$ cat src/rtl/ascon_seq_ctrl_pkg.sv
// Shared types and constants for the Ascon message sequencer.
package ascon_seq_ctrl_pkg;

    localparam int unsigned C_TIMEOUT_DEF = 255;
    localparam int unsigned C_NB_PT_MAX   = 15;
    localparam int unsigned C_BLK_W       = 128;
    localparam int unsigned C_NB_W        = 4;
    localparam int unsigned C_STATE_W     = 4;

    typedef enum logic [C_STATE_W-1:0] {
        ST_IDLE    = 4'd0,
        ST_START   = 4'd1,
        ST_W_INIT  = 4'd2,
        ST_SEND_AD = 4'd3,
        ST_W_DA    = 4'd4,
        ST_SEND_PT = 4'd5,
        ST_W_PT    = 4'd6,
        ST_W_FINAL = 4'd7,
        ST_TAG     = 4'd8,
        ST_ERR     = 4'd9
    } type_ctrl_state;

    // Key and nonce latched at command acceptance
    typedef struct packed {
        logic [C_BLK_W-1:0] key;
        logic [C_BLK_W-1:0] nonce;
    } type_cmd;

    // States in which the watchdog guards a pending core event
    function automatic logic is_wait_state(input type_ctrl_state s);
        return (s == ST_W_INIT) || (s == ST_W_DA) || (s == ST_W_PT) || (s == ST_W_FINAL);
    endfunction

endpackage

$ cat src/rtl/ascon_watchdog.sv
// Loadable down-counter; tc_c flags that the loaded budget is used up.
module ascon_watchdog #(
    parameter int unsigned WIDTH = 8
) (
    input  logic             clock_i,
    input  logic             reset_i,
    input  logic             load_i,
    input  logic [WIDTH-1:0] load_val_i,
    input  logic             en_i,
    output logic             tc_c
);

    logic [WIDTH-1:0] cnt_q;

    always_ff @(posedge clock_i) begin
        if (reset_i) begin
            cnt_q <= '0;
        end else if (load_i) begin
            cnt_q <= load_val_i;
        end else if (en_i && (cnt_q != '0)) begin
            cnt_q <= cnt_q - WIDTH'(1);
        end
    end

    assign tc_c = (cnt_q == '0);

endmodule

$ cat src/rtl/ascon_seq_ctrl.sv
// Sequences one Ascon message through an external core: init, AD, plaintext
// blocks with a one-entry cipher buffer, then the tag, guarded by a watchdog.
module ascon_seq_ctrl
    import ascon_seq_ctrl_pkg::*;
#(
    parameter int unsigned TIMEOUT   = C_TIMEOUT_DEF,
    parameter int unsigned NB_PT_MAX = C_NB_PT_MAX
) (
    input  logic               clock_i,
    input  logic               reset_i,
    input  logic               cmd_valid_i,
    output logic               cmd_ready_o,
    input  logic [C_BLK_W-1:0] cmd_key_i,
    input  logic [C_BLK_W-1:0] cmd_nonce_i,
    input  logic [C_NB_W-1:0]  cmd_nb_pt_i,
    input  logic               in_valid_i,
    output logic               in_ready_o,
    input  logic [C_BLK_W-1:0] in_data_i,
    output logic               out_valid_o,
    input  logic               out_ready_i,
    output logic [C_BLK_W-1:0] out_data_o,
    output logic               tag_valid_o,
    output logic [C_BLK_W-1:0] tag_o,
    input  logic               tag_ready_i,
    output logic               err_o,
    output logic               core_start_o,
    output logic               core_data_valid_o,
    output logic [C_BLK_W-1:0] core_data_o,
    output logic [C_BLK_W-1:0] core_key_o,
    output logic [C_BLK_W-1:0] core_nonce_o,
    input  logic               core_end_init_i,
    input  logic               core_end_da_i,
    input  logic               core_end_tc_i,
    input  logic               core_end_final_i,
    input  logic               core_end_i,
    input  logic               core_cipher_valid_i,
    input  logic [C_BLK_W-1:0] core_cipher_i,
    input  logic [C_BLK_W-1:0] core_tag_i
);

    localparam int unsigned WD_W = $clog2(TIMEOUT + 1);

    type_ctrl_state     state_q, state_d;
    type_cmd            cmd_q;
    logic [C_NB_W-1:0]  rem_q, rem_d;
    logic               buf_full_q, buf_full_d;
    logic [C_BLK_W-1:0] buf_data_q, tag_q, core_data_q;
    logic               err_q, cmd_ready_q, in_ready_q, tag_valid_q;
    logic               core_start_q, core_dv_q;
    logic               cmd_acc_c, cmd_bad_c, in_acc_c, buf_load_c, buf_drain_c;
    logic               tag_load_c, timeout_c, wd_tc_c, wd_load_c, wd_en_c;

    assign cmd_acc_c   = cmd_valid_i && cmd_ready_q;
    assign cmd_bad_c   = (cmd_nb_pt_i == '0) || (32'(cmd_nb_pt_i) > NB_PT_MAX);
    assign in_acc_c    = in_valid_i && in_ready_q;
    assign buf_load_c  = (state_q == ST_W_PT) && core_cipher_valid_i;
    assign buf_drain_c = buf_full_q && out_ready_i;
    assign buf_full_d  = buf_load_c || (buf_full_q && !buf_drain_c);
    assign tag_load_c  = (state_q == ST_W_FINAL) && core_end_i;
    assign wd_load_c   = is_wait_state(state_d) && (state_d != state_q);
    assign wd_en_c     = is_wait_state(state_q);

    ascon_watchdog #(.WIDTH(WD_W)) u_watchdog (
        .clock_i    (clock_i),
        .reset_i    (reset_i),
        .load_i     (wd_load_c),
        .load_val_i (WD_W'(TIMEOUT - 1)),
        .en_i       (wd_en_c),
        .tc_c       (wd_tc_c)
    );

    // Next-state logic; a core event wins over a timeout in the same cycle
    always_comb begin
        state_d   = state_q;
        rem_d     = rem_q;
        timeout_c = 1'b0;
        unique case (state_q)
            ST_IDLE, ST_ERR: begin
                if (cmd_acc_c) begin
                    state_d = cmd_bad_c ? ST_ERR : ST_START;
                    rem_d   = cmd_nb_pt_i;
                end
            end
            ST_START: state_d = ST_W_INIT;
            ST_W_INIT: begin
                if (core_end_init_i) state_d = ST_SEND_AD;
                else if (wd_tc_c)    timeout_c = 1'b1;
            end
            ST_SEND_AD: if (in_acc_c) state_d = ST_W_DA;
            ST_W_DA: begin
                if (core_end_da_i) state_d = ST_SEND_PT;
                else if (wd_tc_c)  timeout_c = 1'b1;
            end
            ST_SEND_PT: begin
                if (in_acc_c) begin
                    state_d = ST_W_PT;
                    rem_d   = rem_q - C_NB_W'(1);
                end
            end
            ST_W_PT: begin
                if (core_end_final_i || (core_end_tc_i && (rem_q == '0))) state_d = ST_W_FINAL;
                else if (core_end_tc_i) state_d = ST_SEND_PT;
                else if (wd_tc_c)       timeout_c = 1'b1;
            end
            ST_W_FINAL: begin
                if (core_end_i)   state_d = ST_TAG;
                else if (wd_tc_c) timeout_c = 1'b1;
            end
            ST_TAG: if (tag_ready_i && !buf_full_q) state_d = ST_IDLE;
            default: state_d = ST_IDLE;
        endcase
        if (timeout_c) state_d = ST_ERR;
    end

    // State, datapath and registered handshake outputs
    always_ff @(posedge clock_i) begin
        if (reset_i) begin
            state_q      <= ST_IDLE;
            cmd_q        <= '0;
            rem_q        <= '0;
            buf_full_q   <= 1'b0;
            buf_data_q   <= '0;
            tag_q        <= '0;
            core_data_q  <= '0;
            err_q        <= 1'b0;
            cmd_ready_q  <= 1'b1;
            in_ready_q   <= 1'b0;
            tag_valid_q  <= 1'b0;
            core_start_q <= 1'b0;
            core_dv_q    <= 1'b0;
        end else begin
            state_q      <= state_d;
            rem_q        <= rem_d;
            buf_full_q   <= buf_full_d;
            cmd_ready_q  <= (state_d == ST_IDLE) || (state_d == ST_ERR);
            in_ready_q   <= (state_d == ST_SEND_AD) || ((state_d == ST_SEND_PT) && !buf_full_d);
            tag_valid_q  <= (state_d == ST_TAG);
            core_start_q <= (state_d == ST_START);
            core_dv_q    <= in_acc_c;
            if (in_acc_c)   core_data_q <= in_data_i;
            if (buf_load_c) buf_data_q  <= core_cipher_i;
            if (tag_load_c) tag_q       <= core_tag_i;
            if (cmd_acc_c)  cmd_q       <= '{key: cmd_key_i, nonce: cmd_nonce_i};
            if (timeout_c || (cmd_acc_c && cmd_bad_c)) err_q <= 1'b1;
            else if (cmd_acc_c)                        err_q <= 1'b0;
        end
    end

    assign cmd_ready_o       = cmd_ready_q;
    assign in_ready_o        = in_ready_q;
    assign out_valid_o       = buf_full_q;
    assign out_data_o        = buf_data_q;
    assign tag_valid_o       = tag_valid_q;
    assign tag_o             = tag_q;
    assign err_o             = err_q;
    assign core_start_o      = core_start_q;
    assign core_data_valid_o = core_dv_q;
    assign core_data_o       = core_data_q;
    assign core_key_o        = cmd_q.key;
    assign core_nonce_o      = cmd_q.nonce;

endmodule
$ cat config.mk
export PLATFORM = sky130hd
export DESIGN_NAME = ascon_seq_ctrl
export DESIGN_NICKNAME = d
export VERILOG_FILES = /design/src/rtl/ascon_seq_ctrl_pkg.sv /design/src/rtl/ascon_watchdog.sv /design/src/rtl/ascon_seq_ctrl.sv
export SDC_FILE = /design/constraint.sdc
export NUM_CORES = 1
export LEC_CHECK = 0
export CAP_MARGIN = 20
export CORE_AREA = 3 3 512 514
export CTS_CLUSTER_DIAMETER = 100
export DETAILED_ROUTE_END_ITERATION = 10
export DIE_AREA = 0 0 515 517
export SKIP_LAST_GASP = 1
export SLEW_MARGIN = 20
export SYNTH_ARGS = -nofsm -noshare
export SYNTH_HDL_FRONTEND = slang
export SYNTH_SLANG_ARGS = --single-unit
$ cat constraint.sdc
create_clock -name clock_i -period 1.93 [get_ports clock_i]
set_input_delay 0.2895 -clock clock_i [delete_from_list [all_inputs] [get_ports clock_i]]
set_output_delay 0.2895 -clock clock_i [all_outputs]
set_load 0.02 [all_outputs]
==> results.py <==
metrics = {
    "grt": {
        "grt_pass1_vias": 24930,
        "track_usage_pct": 13.34,
        "grt_start_max_net_pins": 101,
        "overflow": 0,
        "grt_pass1_wl_um": 235400,
        "grt_antenna_before_repair": 153,
    },
    "synthesis": {
        "async_reset_ff_share_pct": 0,
        "yosysWarningCount": 0,
        "synth_top_area_cell": "dfxtp_1",
        "synth_seq_cells": 663,
        "synth_edf_count": 0,
        "synth_area_sq_mm": 0.02313,
        "avgSynthCellArea_sq_um": 7.850,
        "synth_top_area_share_pct": 57.39,
        "seq_area_frac_synth_pct": 57.39,
        "synth_nets": 3606,
        "dominantRegCellSynth": "dfxtp_1",
        "syn_inst": 2946,
        "ys_types": 54,
        "synthTopCellsByArea": "dfxtp_1, nand2_1, a21oi_1",
    },
    "floorplanning": {
        "die_w_um": 515,
        "die_y_um": 517,
        "die-area_sq_mm": 0.2663,
        "ios": 1303,
        "rows": 186,
        "initial_utilization_pct": 8.985,
        "core_area_sq_mm": 0.2574,
    },
    "setup_path": {
        "worst-setup-path-type": "reg -> reg",
        "crit_start": "state_q[0]",
        "r2r_setup_slack_ns": -0.04,
        "setup.worst_path.end_class": "flop",
        "r2r_end": "u_watchdog.cnt_q[0]",
        "start_kind": "flop",
        "crit_fanout": 8,
        "reg2reg_depth": 7,
        "arrival_ns": 2.57,
        "required_ns": 2.53,
        "timing.rr.start": "state_q[0]",
        "endpoint": "u_watchdog.cnt_q[0]",
    },
    "cts": {
        "clockRootBuffer": "clkbuf_16",
        "cts_buffer_depth": 3,
        "htree_levels": 3,
        "cts_buffers": 90,
        "clkSinkCount": 663,
        "cts_tree": "yes",
        "cts.clk_slew.worst_paths_ns": 0.06,
        "clk_latency_ns": 0.74,
    },
    "sta": {
        "setup_ws_ns": -0.04042,
        "fmax_ghz": 0.5075,
        "maxSlewHeadroom_pct": 53.36,
        "tightestPinTransition_ns": 0.6905,
        "fin_skew_ns": 0.02912,
        "setup_viol": 1,
        "min_period_over_period_pct": 102.1,
        "slew_viol_final": 0,
        "grt_setup_unrepaired": "yes",
        "period_needed_ns": 1.970,
        "hold_viol_final": 0,
        "finalSetupTns_ns": -0.04042,
    },
    "finish": {
        "area_growth_pct": 89.66,
        "fin_util_pct": 17.04,
        "layout.nets": 4950,
        "drive_gt1_share_pct": 12.72,
        "finalNonFillerCells": 7770,
    },
    "detailed_routing": {
        "vias_per_cell": 3.308,
        "vias": 25700,
        "avgRoutedWirePerCell_um": 24.06,
        "drc_errors": 0,
        "drtIter0Drc": 1150,
        "dr.pass1.iters": 5,
        "detail-route-antenna-nets": 0,
        "wl_um": 187000,
    },
    "pwr": {
        "internal_power_mw": 29.03,
        "pwr-share-seq_pct": 36.0,
        "p_comb_share_pct": 22.6,
        "peakVddDrop_v": 0.0007045,
        "total_leakage_power_nw": 16.94,
        "power.switching_mw": 13.53,
        "p_sw_share_pct": 31.80,
        "fin_total_pwr_mw": 42.56,
        "powerDensity_mw_per_mm2": 970.3,
        "pwr-share-clk_pct": 41.4,
    },
    "place": {
        "port_buffers": 1302,
        "placedCellCount": 7575,
        "pre_cts_ws_ns": -0.6572,
        "routabilityCongestion": 0.8366,
        "hpwl_um": 159200,
    },
    "worst_hold_path": {
        "hp-class": "in -> reg",
    },
    "run_status": {
        "status": "complete, but fails checks",
        "violations": "setup timing",
    },
    "run": {
        "drv_cap": 0,
    },
}
## Yosys cell counts (all sizes together), types with 2 or more instances
master,number
ha,4
dfxtp,663
nand3,6
inv,9
nor2,14
nor2b,4
nand3b,3
buf,41
and3b,2
xnor2,5
clkbuf,178
o21ai,7
nand4,4
nor3b,4
nand2b,2
and2,4
nor3,4
nor4,4
xor2,3
a21oi,661
or2,4
nand2,1295
o21bai,2
and3,3
## per-stage QoR
stage	area [sq um]	hold WS [ns]
final	43860	0.09832
after global routing	43820	0.04283
after CTS	43780	0.001884
after detailed placement	40980	0.4456
after global placement	40980	0.4409
after floorplan	23130	0.4226
## layer usage
layer | part of all wire, % | GRT usage [%]
met5 | 0.18 | 0
met4 | 4.5 | 5.663
met3 | 15 | 9.024
met2 | 48 | 23.04
met1 | 32 | 12.15
## critical path, stage by stage, from the launching register on
cell and delay (ns):
dfxtp_4 0.39, buf_4 0.13, nand3b_1 0.09, or2_1 0.26
a311o_4 0.47, nand3b_1 0.14, nand4_4 0.15, and3b_1 0.22
## area by class of cell
cell class              count  area [sq um]
well taps                3384          4234
diodes                     29         72.57
clock inverters            40         609.3
flip-flops and latches    663         13280
fillers                 29200        213500
clock buffers             119          2481
inverters                   9         33.78
repair buffers           1471         14090
multi-input cells        2055          9056
## cells in the final DEF (no fill, tap or decap), types with 12 or more instances in the layout
master,n
diode_2,29
a21oi_1,658
clkbuf_1,17
clkbuf_2,14
clkdlybuf4s50_1,654
clkdlybuf4s15_2,111
buf_12,33
clkbuf_8,12
dfxtp_1,660
nor2_1,14
clkdlybuf4s15_1,42
dlygate4sd2_1,399
buf_4,213
nand2_1,1289
clkbuf_16,90
## power by group through the flow
stage | registers, mW | logic (mW) | clock network (mW)
floorplan | 16.6 | 2.98 | 0
global placement | 15.6 | 10.1 | 0
detailed placement | 15.6 | 10.1 | 0
CTS | 15.3 | 9.80 | 18.3
global route | 15.4 | 10.5 | 18.7
finish | 15.3 | 9.60 | 17.6
## how the worst min path moves through the flow
| stage | start | endpoint | slack (ns) | depth (start not counted) |
|---|---|---|---|---|
| final | core_tag_i[105] | tag_o[105] | 0.1 | 3 |
| after floorplan | cmd_key_i[32] | core_key_o[32] | 0.42 | 2 |
| after detailed placement | core_key_o[108] | core_key_o[108] | 0.45 | 2 |
| after global placement | core_nonce_o[105] | core_nonce_o[105] | 0.44 | 2 |
| after CTS | in_data_i[9] | core_data_o[9] | 0.002 | 3 |
| after global routing | cmd_key_i[118] | core_key_o[118] | 0.04 | 3 |
## what timing repair did
item	in CTS	in global routing
gates cloned	0	0
endpoints found under the hold margin	32	0
hold buffers	2	0
setup endpoints to repair	579	36
setup buffers	4	1
gates resized for setup	850	38
pin swaps	8	4
## cell families after synthesis
logic type | share of synthesized area [%]
and+or+nand+nor | 22.92
DFF | 57.39
buffers and inverters | 3.971
adders and majority gates | 0.2164
muxes | 0.04328
xor gates and xnor gates | 0.3030
AOI/OAI and AO/OA | 15.15
## registers in the layout, indices dropped and copies added (netlist names), 4 cells and up
register / cells
core_nonce_o: 128
rem_q: 4
tag_o: 128
core_key_o: 128
u_watchdog.cnt_q: 8
state_q: 4
core_data_o: 128
out_data_o: 128
Power figures use the tool's default switching activity.
